[src/rtl/vend_sequencer.sv]
// ---------------------------------------------------------------------------
// vend_sequencer
// Coin-operated vending sequencer for four items priced in 5-rupee units.
// A one-hot selection opens a purchase, coins build credit, and the item is
// dispensed once credit covers the price. Any remainder, a cancel or an
// inactivity timeout returns change as one pulse per 5-rupee coin.
//
// Ports
//   clk        sole clock, rising edge
//   rst        asynchronous active-high reset
//   item_no    one-hot item select (0001..1000 = item1..item4)
//   sel_valid  one-cycle pulse, latches item_no (honoured in IDLE only)
//   five_rup   one-cycle pulse, 5-rupee coin inserted
//   ten_rup    one-cycle pulse, 10-rupee coin inserted
//   cancel     one-cycle pulse, abort purchase and refund (COLLECT only)
//   restock    one-cycle pulse, reload all stock counters (IDLE only)
//   product    registered dispense pulse, high during the DISPENSE cycle
//   change     registered pulse, one per 5-rupee coin returned
//   sold_out   registered pulse after a selection of an empty item
//   busy       registered, high whenever the state is not IDLE
//   credit     current credit in 5-rupee units
// ---------------------------------------------------------------------------
module vend_sequencer #(
  parameter int unsigned TIMEOUT_CYC = 16,
  parameter int unsigned STOCK_INIT  = 3
) (
  input  logic       clk,
  input  logic       rst,
  input  logic [3:0] item_no,
  input  logic       sel_valid,
  input  logic       five_rup,
  input  logic       ten_rup,
  input  logic       cancel,
  input  logic       restock,
  output logic       product,
  output logic       change,
  output logic       sold_out,
  output logic       busy,
  output logic [2:0] credit
);

  localparam int unsigned NUM_ITEMS = 4;
  localparam int unsigned IDX_W     = 2;
  localparam int unsigned CRED_W    = 3;
  localparam int unsigned STOCK_W   = 4;
  localparam int unsigned TMO_W     = 8;

  localparam logic [CRED_W-1:0]  CREDIT_MAX = CRED_W'(6);
  localparam logic [STOCK_W-1:0] STOCK_FULL = STOCK_W'(STOCK_INIT);
  localparam logic [TMO_W-1:0]   TMO_LAST   = TMO_W'(TIMEOUT_CYC - 1);

  typedef enum logic [1:0] {
    S_IDLE,
    S_COLLECT,
    S_DISPENSE,
    S_CHANGE
  } state_t;

  // Registered state
  state_t                               r_state;
  logic [IDX_W-1:0]                     r_item;
  logic [CRED_W-1:0]                    r_price;
  logic [CRED_W-1:0]                    r_credit;
  logic [TMO_W-1:0]                     r_tmo;
  logic [NUM_ITEMS-1:0][STOCK_W-1:0]    r_stock;
  logic                                 r_product;
  logic                                 r_change;
  logic                                 r_sold_out;
  logic                                 r_busy;

  // Next-state values
  state_t                               w_next;
  logic [IDX_W-1:0]                     w_item_nxt;
  logic [CRED_W-1:0]                    w_price_nxt;
  logic [CRED_W-1:0]                    w_credit_nxt;
  logic [TMO_W-1:0]                     w_tmo_nxt;
  logic [NUM_ITEMS-1:0][STOCK_W-1:0]    w_stock_nxt;
  logic                                 w_sold_nxt;

  // Selection decode and coin arithmetic
  logic                                 w_sel_ok;
  logic [IDX_W-1:0]                     w_sel_idx;
  logic [CRED_W-1:0]                    w_sel_price;
  logic                                 w_coin;
  logic [CRED_W-1:0]                    w_coin_inc;
  logic [CRED_W:0]                      w_sum_wide;
  logic [CRED_W-1:0]                    w_credit_sum;
  logic                                 w_timeout;

  // One-hot decode of item_no; anything else is not a legal selection
  always_comb begin
    w_sel_ok  = 1'b1;
    w_sel_idx = '0;
    case (item_no)
      4'b0001: w_sel_idx = IDX_W'(0);
      4'b0010: w_sel_idx = IDX_W'(1);
      4'b0100: w_sel_idx = IDX_W'(2);
      4'b1000: w_sel_idx = IDX_W'(3);
      default: w_sel_ok  = 1'b0;
    endcase
    // Prices run 2,3,4,5 units for items 1..4
    w_sel_price = CRED_W'(w_sel_idx) + CRED_W'(2);
  end

  // Coin value: five_rup wins when both coins arrive together
  always_comb begin
    w_coin     = five_rup | ten_rup;
    w_coin_inc = five_rup ? CRED_W'(1) : (ten_rup ? CRED_W'(2) : CRED_W'(0));
    w_sum_wide = {1'b0, r_credit} + {1'b0, w_coin_inc};
    // Saturate so credit can never pass 6 even on an unexpected path
    w_credit_sum = (w_sum_wide > {1'b0, CREDIT_MAX}) ? CREDIT_MAX
                                                     : w_sum_wide[CRED_W-1:0];
    w_timeout  = !w_coin && (r_tmo == TMO_LAST);
  end

  // Next-state and datapath update
  always_comb begin
    w_next       = r_state;
    w_item_nxt   = r_item;
    w_price_nxt  = r_price;
    w_credit_nxt = r_credit;
    w_tmo_nxt    = r_tmo;
    w_stock_nxt  = r_stock;
    w_sold_nxt   = 1'b0;

    case (r_state)
      S_IDLE: begin
        if (restock) begin
          w_stock_nxt = {NUM_ITEMS{STOCK_FULL}};
        end
        // Selection sees the stock as it stood before any same-cycle restock
        if (sel_valid && w_sel_ok) begin
          if (r_stock[w_sel_idx] != '0) begin
            w_next       = S_COLLECT;
            w_item_nxt   = w_sel_idx;
            w_price_nxt  = w_sel_price;
            w_credit_nxt = '0;
            w_tmo_nxt    = '0;
          end else begin
            w_sold_nxt = 1'b1;
          end
        end
      end

      S_COLLECT: begin
        w_credit_nxt = w_credit_sum;
        w_tmo_nxt    = w_coin ? '0 : r_tmo + TMO_W'(1);
        // Cancel and timeout refund everything, including a same-cycle coin
        if (cancel || w_timeout) begin
          w_next = (w_credit_sum != '0) ? S_CHANGE : S_IDLE;
        end else if (w_credit_sum >= r_price) begin
          w_next = S_DISPENSE;
        end
      end

      S_DISPENSE: begin
        w_stock_nxt[r_item] = r_stock[r_item] - STOCK_W'(1);
        w_credit_nxt        = r_credit - r_price;
        w_next              = (r_credit != r_price) ? S_CHANGE : S_IDLE;
      end

      S_CHANGE: begin
        w_credit_nxt = r_credit - CRED_W'(1);
        if (r_credit <= CRED_W'(1)) begin
          w_next = S_IDLE;
        end
      end

      default: begin
        w_next = S_IDLE;
      end
    endcase
  end

  // State and datapath registers; pulses are aligned with the state they mark
  always_ff @(posedge clk or posedge rst) begin
    if (rst) begin
      r_state    <= S_IDLE;
      r_item     <= '0;
      r_price    <= '0;
      r_credit   <= '0;
      r_tmo      <= '0;
      r_stock    <= {NUM_ITEMS{STOCK_FULL}};
      r_product  <= 1'b0;
      r_change   <= 1'b0;
      r_sold_out <= 1'b0;
      r_busy     <= 1'b0;
    end else begin
      r_state    <= w_next;
      r_item     <= w_item_nxt;
      r_price    <= w_price_nxt;
      r_credit   <= w_credit_nxt;
      r_tmo      <= w_tmo_nxt;
      r_stock    <= w_stock_nxt;
      r_product  <= (w_next == S_DISPENSE);
      r_change   <= (w_next == S_CHANGE);
      r_sold_out <= w_sold_nxt;
      r_busy     <= (w_next != S_IDLE);
    end
  end

  assign product  = r_product;
  assign change   = r_change;
  assign sold_out = r_sold_out;
  assign busy     = r_busy;
  assign credit   = r_credit;

endmodule

[config.mk]
export PLATFORM = sky130hd
export DESIGN_NAME = vend_sequencer
export DESIGN_NICKNAME = d
export VERILOG_FILES = /design/src/rtl/vend_sequencer.sv
export SDC_FILE = /design/constraint.sdc
export NUM_CORES = 1
export LEC_CHECK = 0
export CORE_MARGIN = 5
export CORE_UTILIZATION = 50
export DETAILED_ROUTE_END_ITERATION = 8
export GPL_ROUTABILITY_DRIVEN = 1
export HOLD_SLACK_MARGIN = 0.06
export PLACE_DENSITY = 0.71
export SYNTH_ARGS = -nofsm -noshare
export SYNTH_HDL_FRONTEND = slang
export SYNTH_SLANG_ARGS = --single-unit
export TNS_END_PERCENT = 1
[constraint.sdc]
create_clock -name clk -period 3.6 [get_ports clk]
set_input_delay 0.9 -clock clk [delete_from_list [all_inputs] [get_ports clk]]
set_output_delay 0.9 -clock clk [all_outputs]
set_load 0.1 [all_outputs]
; Word-level counts from Yosys, hierarchy flattened
; Index checks and enable logic that the tools add are counted.
[totals]
register_bits = 38
latchBits = 0
mem_bits_rw = 0
mem_bits_ro = 0
in_bits = 11
wordCells = 88
memories = 0
[op_classes]
n_addsub = 6
n_mul = 0
div = 0
n_lt_le_gt_ge = 6
eq_ne = 14
shifts = 0
n_mux = 32
bitwise_logic = 1
n_reduce_logical = 16
[op_table]
columns = op, count
row1 = $pmux 16 s2, 1
row2 = $mux 8, 3
row3 = $mux 2, 9
row4 = $bmux 4 s2, 2
row5 = $bwmux 16, 1
row6 = $mux 16, 1
row7 = $pmux 8 s2, 1
row8 = $mux 4, 3
row9 = $pmux 3 s4, 1
row10 = $mux 3, 3
row11 = $add 8x1->8 const B, 1
row12 = $demux 4 s2, 1
row13 = $eq 2x2->1 const B, 4
row14 = $eq 8x4->1 const B, 1
row15 = $pmux 2 s4, 1
row16 = $lt 2x3->1 const B, 2
row17 = $ne 2x2->1 const B, 3
row18 = $pmux 2 s3, 1
row19 = $reduce_and 3->1, 2
row20 = $reduce_bool 2->1, 3
row21 = $add 3x2->4, 1
row22 = $eq 4x1->1 const B, 1
row23 = $eq 4x2->1 const B, 1
row24 = $eq 4x3->1 const B, 1
row25 = other kinds (21), 27

; Logic depth before layout (Yosys ltp)
[logic_depth]
word_depth = 10
ltp_mapped = 12
depth_no_buf = 12

; Worst setup path after synthesis
; Ideal clock, no wire load.
[synth_timing]
kind = flip-flop to flip-flop
start = reg r_credit[0], in the netlist credit[0]
end = reg r_product, in the netlist product
setup_ps = 126
t_arrival_ps = 3083
required_ps = 3474
slack_ps = 391
path_stages_with_launch = 12
synth_period_minus_slack_ps = 3209
path_cell_list = dfrtp_1 ha_1 fa_1 nand2_1 nand3_1 ha_1 nand2b_1 a31oi_1 o21ai_0 a21o_1 a22o_2 nor2b_1
[synth_between]
elab_chain_cells = 8
word_cells_on_any_way = 14
cone_classes = add/sub: 1 / order compare: 3 / eq/ne: 2 / mux: 7 / reduce/logical: 1
[synth_lines]
columns = item, line
row1 = from (decl), 63  ; logic [CRED_W-1:0] r_credit;
row2 = from (signal assigned), 192  ; r_credit <= w_credit_nxt;
row3 = $add 3x2->4, 109  ; w_sum_wide = {1'b0, r_credit} + {1'b0, w_coin_inc};
row4 = $gt 4x3->1, 111  ; w_credit_sum = (w_sum_wide > {1'b0, CREDIT_MAX}) ? CREDIT_MAX
row5 = $mux 3, 111
row6 = $ge 3x3->1 / $reduce_bool 3->1 (equally long branches), "151, 150"
row7 = "$mux 2, on equally long branches", "151, 150"
row8 = $mux 2, 149  ; if (cancel || w_timeout) begin
row9 = $pmux 2 s4 *, 126  ; case (r_state)
row10 = $eq 2x2->1 *, 195  ; r_product <= (w_next == S_DISPENSE);
row11 = to (signal assigned), 195
row12 = to (decl), 66  ; logic r_product;
; Every way passes the cells marked *; elsewhere a longest branch is shown, timed or not.
; A chain may end at the register's enable or synchronous reset.

; Worst setup path in the final report
[layout_timing]
start = in ten_rup
end = reg r_product, in the netlist product
[layout_between]
elab_chain_cells = 10
word_cells_on_any_way = 16
cone_classes = add/sub: 1 / order compare: 2 / eq/ne: 1 / mux: 7 / bitwise: 1 / reduce/logical: 4
[layout_lines]
columns = item, line
row1 = from (decl), 32  ; input logic ten_rup,
row2 = $mux 2 (2 in series), 108  ; w_coin_inc = five_rup ? CRED_W'(1) : (ten_rup ? CRED_W'(2) : CRED_W'(0));
row3 = $add 3x2->4, 109
row4 = $gt 4x3->1, 111
row5 = $mux 3, 111
row6 = $ge 3x3->1 / $reduce_bool 3->1 (equally long branches), "151, 150"
row7 = "$mux 2, on equally long branches", "151, 150"
row8 = $mux 2 *, 149
row9 = $pmux 2 s4 *, 126
row10 = $eq 2x2->1 *, 195
; Marked as above.

==> results.md <==
- Slew Limit Fails: 0
- Total Wirelength: between 4 and 5 mm
- RD Place Congestion: ~0.84
- Async set-or-reset flop fraction in the synthesized netlist: between 90% and 100%
- Primary FF master, synth: dfrtp_1
- Setup Viol. Count Final: 0
- Max-cap violations: 0
- VDD IR max: about 520 uV
- GR Overflow Total: 0
- Post-route clock period utilization: a little over nine tenths
- Via count: around 1800
- Layout cells sized above 1: around 15%
- Largest area contributor in the netlist: dfrtp_1
- WP data arrival: roughly 3600 ps
- Power per cell area: 915 nW/um^2
- Cell count after synthesis: roughly 240
- Post-DP HPWL: ~3.5 mm
- Multi-input gate area: between 1000 and 1500 um^2
- Initial antenna violation count: 0
- Hold_ws: ~520 ps
- Most common cell in the netlist: dfrtp_1
- Critical path origin: ten_rup
- Die area: approximately 5800 um^2
- Layout area overhead: 14.3%
- I/O Pins: 18
- Overall global routing resource usage: 16.9%
- Synth top area share: 31.8%
- CTS tree: yes
- Fmax: between 200 and 300 MHz
- Synth warn: 0
- CP max FO: 4
- Routed len/inst: 15.3 um
- Post-synth top cells: dfrtp_1, o21ai_0, nor2_1
- Hold buffer count at CTS: 0
- Via/cell ratio: roughly 5.6
- Number of diodes: 0
- Critical setup path kind: input port to flop
- Clock skew: between 8 and 9 ps
- Final min period: 3420 ps
- Die Width: 76.4 um
- Post-synth EDFFs: 0
- Clock buffer depth: 2
- Number of global-route vias before repair: roughly 1600
- Detailed Route Iter0 Violations: around 110
- DRC: 0
- Final hold violations: 0
- R2R Path Start: credit[0]
- Syn nets: about 260
- Clock transition at path regs: 80 ps
- Relative slew slack: a little over a third
- RSZ-0062 raised after global routing: no
- First-pass GRT wire length: around 8.1 mm
- Synthesized area per cell: 9.37 um^2
- Initial Util: about 50%
- Skew-Pair Late Insertion Delay: between 200 and 300 ps
- Crit path capture type: flop
- R2R cell count: 12
- FF+latch area: ~900 um^2
- Fin nets: 281
- Worst-Margin Slew: approximately 960 ps
- CP Launch Type: input port
- Port buffer count: 17
- Synthesis-stage register bit count: 36
- Antenna Nets Post-Route: 0
- Inserted Clock Buffers: 5
- Clk sink count: 36
- Run status: finished, final reports clean
- Post-synthesis sequential area ratio: 41.4%
- Util after Layout: 58.2%
- FF-to-FF setup slack: 730 ps
- Core Rows: 24
- Largest net degree at the start of global routing: 37
- DR pass1 iterations: 5
- Fill cells: between 300 and 400
- Hold Path Class: flop to flop
- Core area: roughly 4300 um^2
- H-tree depth: 2
- Tot Pwr: 0.00230 W
- CP Capture Point: product
- Post-Syn Area: about 2200 um^2
- LEAKAGE: 1.11 nW
- FF-to-FF End: product
- Die Span Y: between 70 and 80 um
- Yosys cell types: 48
- CP Data Required Time: approximately 3800 ps
- CTS Root Cell: clkbuf_8
- Synth top area cells: dfrtp_1, dfstp_2, ha_1
layer usage:
metal,vias up,GRT usage [%],part of all wire (%)
li1,882,-,-
met1,820,25.7,50
met2,47,24.1,45
met3,6,3.90,4.5
met4,0,4.37,1.2
met5,-,0,0
logic make-up after synthesis:
kind of cell / Yosys count / synth area share [%]
adder cells (fa/ha/maj): 12 / 7.50
flip-flops: 36 / 41.4
multiplexers: 10 / 6.25
AO/OA/AOI/OAI: 60 / 17.6
XOR/XNOR: 8 / 3.18
AND/OR/NAND/NOR: 85 / 19.4
buffers and inverters: 24 / 4.77
worst min-delay path by stage:
stage / end / start / cells after the start
3_5_place_dp: r_tmo[0] / r_tmo[0] / 1
6_report: r_tmo[0] / r_tmo[0] / 1
4_1_cts: r_tmo[0] / r_tmo[0] / 1
3_3_place_gp: r_tmo[0] / r_tmo[0] / 1
2_1_floorplan: r_stock[2] / r_stock[2] / 2
5_1_grt: r_tmo[0] / r_tmo[0] / 1
critical path, stage by stage:
cell             delay (ps)
clkdlybuf4s50_1         470
nor2b_1                 210
fa_2                    490
nand2_1                  70
nand3_1                 110
ha_1                    280
nand2b_1                160
o21ai_0                 220
o21ai_0                 110
a21o_1                  190
a22o_2                  250
nor2b_1                 140
through the flow:
| stage | setup TNS, ps | instance area (um^2) | instances | setup slack [ps] |
|---|---|---|---|---|
| final | 0 | 2520 | 311 | 181 |
| after global routing | 0 | 2520 | 311 | 14.9 |
| after CTS | 0 | 2490 | 309 | 57.6 |
| after detailed placement | -908 | 2400 | 301 | -247 |
| after global placement | -164 | 2400 | 301 | -117 |
| after floorplan | 0 | 2200 | 235 | 391 |
timing repair:
| item | 4_1_cts | 5_1_grt |
|---|---|---|
| gates resized for setup | 0 | 3 |
| setup endpoints to repair | 0 | 5 |
| buffers inserted | 0 | 2 |
area by class of cell:
cell class / instances / share of cell area [%]
Inverter: 19 / 2.83
Clock buffer: 8 / 3.58
Tap cell: 52 / 2.59
Sequential cell: 36 / 36.2
Timing Repair Buffer: 21 / 7.46
Multi-Input combinational cell: 175 / 47.3
cell usage in the layout (no fill, tap or decap), types with 3 or more instances in the layout:
cell	n
o211ai_1	3
dfrtp_1	28
xor2_1	3
o21ai_0	25
nand3_1	15
inv_1	19
a21oi_1	9
clkbuf_8	6
ha_1	9
dfstp_2	8
nor2b_1	6
xnor2_1	5
nand2_1	16
buf_4	10
nor4_1	5
mux4_2	3
clkdlybuf4s50_1	10
nor2_1	22
mux2i_1	7
nor3_1	4
and3_1	7
sequential cells by signal, indices dropped and copies added (netlist names):
name	cells
busy	1
change	1
credit	3
product	1
r_item	2
r_price	1
r_state	2
r_stock	16
r_tmo	8
sold_out	1
report_power, final:
| part | total (W) | switching, W | leakage [nW] | internal (W) |
|---|---|---|---|---|
| clock network | 0.000302 | 0.000146 | 0.0455 | 0.000156 |
| logic | 0.00122 | 0.000747 | 0.617 | 0.000477 |
| registers | 0.000776 | 0.000201 | 0.451 | 0.000575 |
| total | 0.00230 | 0.00109 | 1.11 | 0.00121 |
Note: power is estimated with default switching activity, not from simulation.
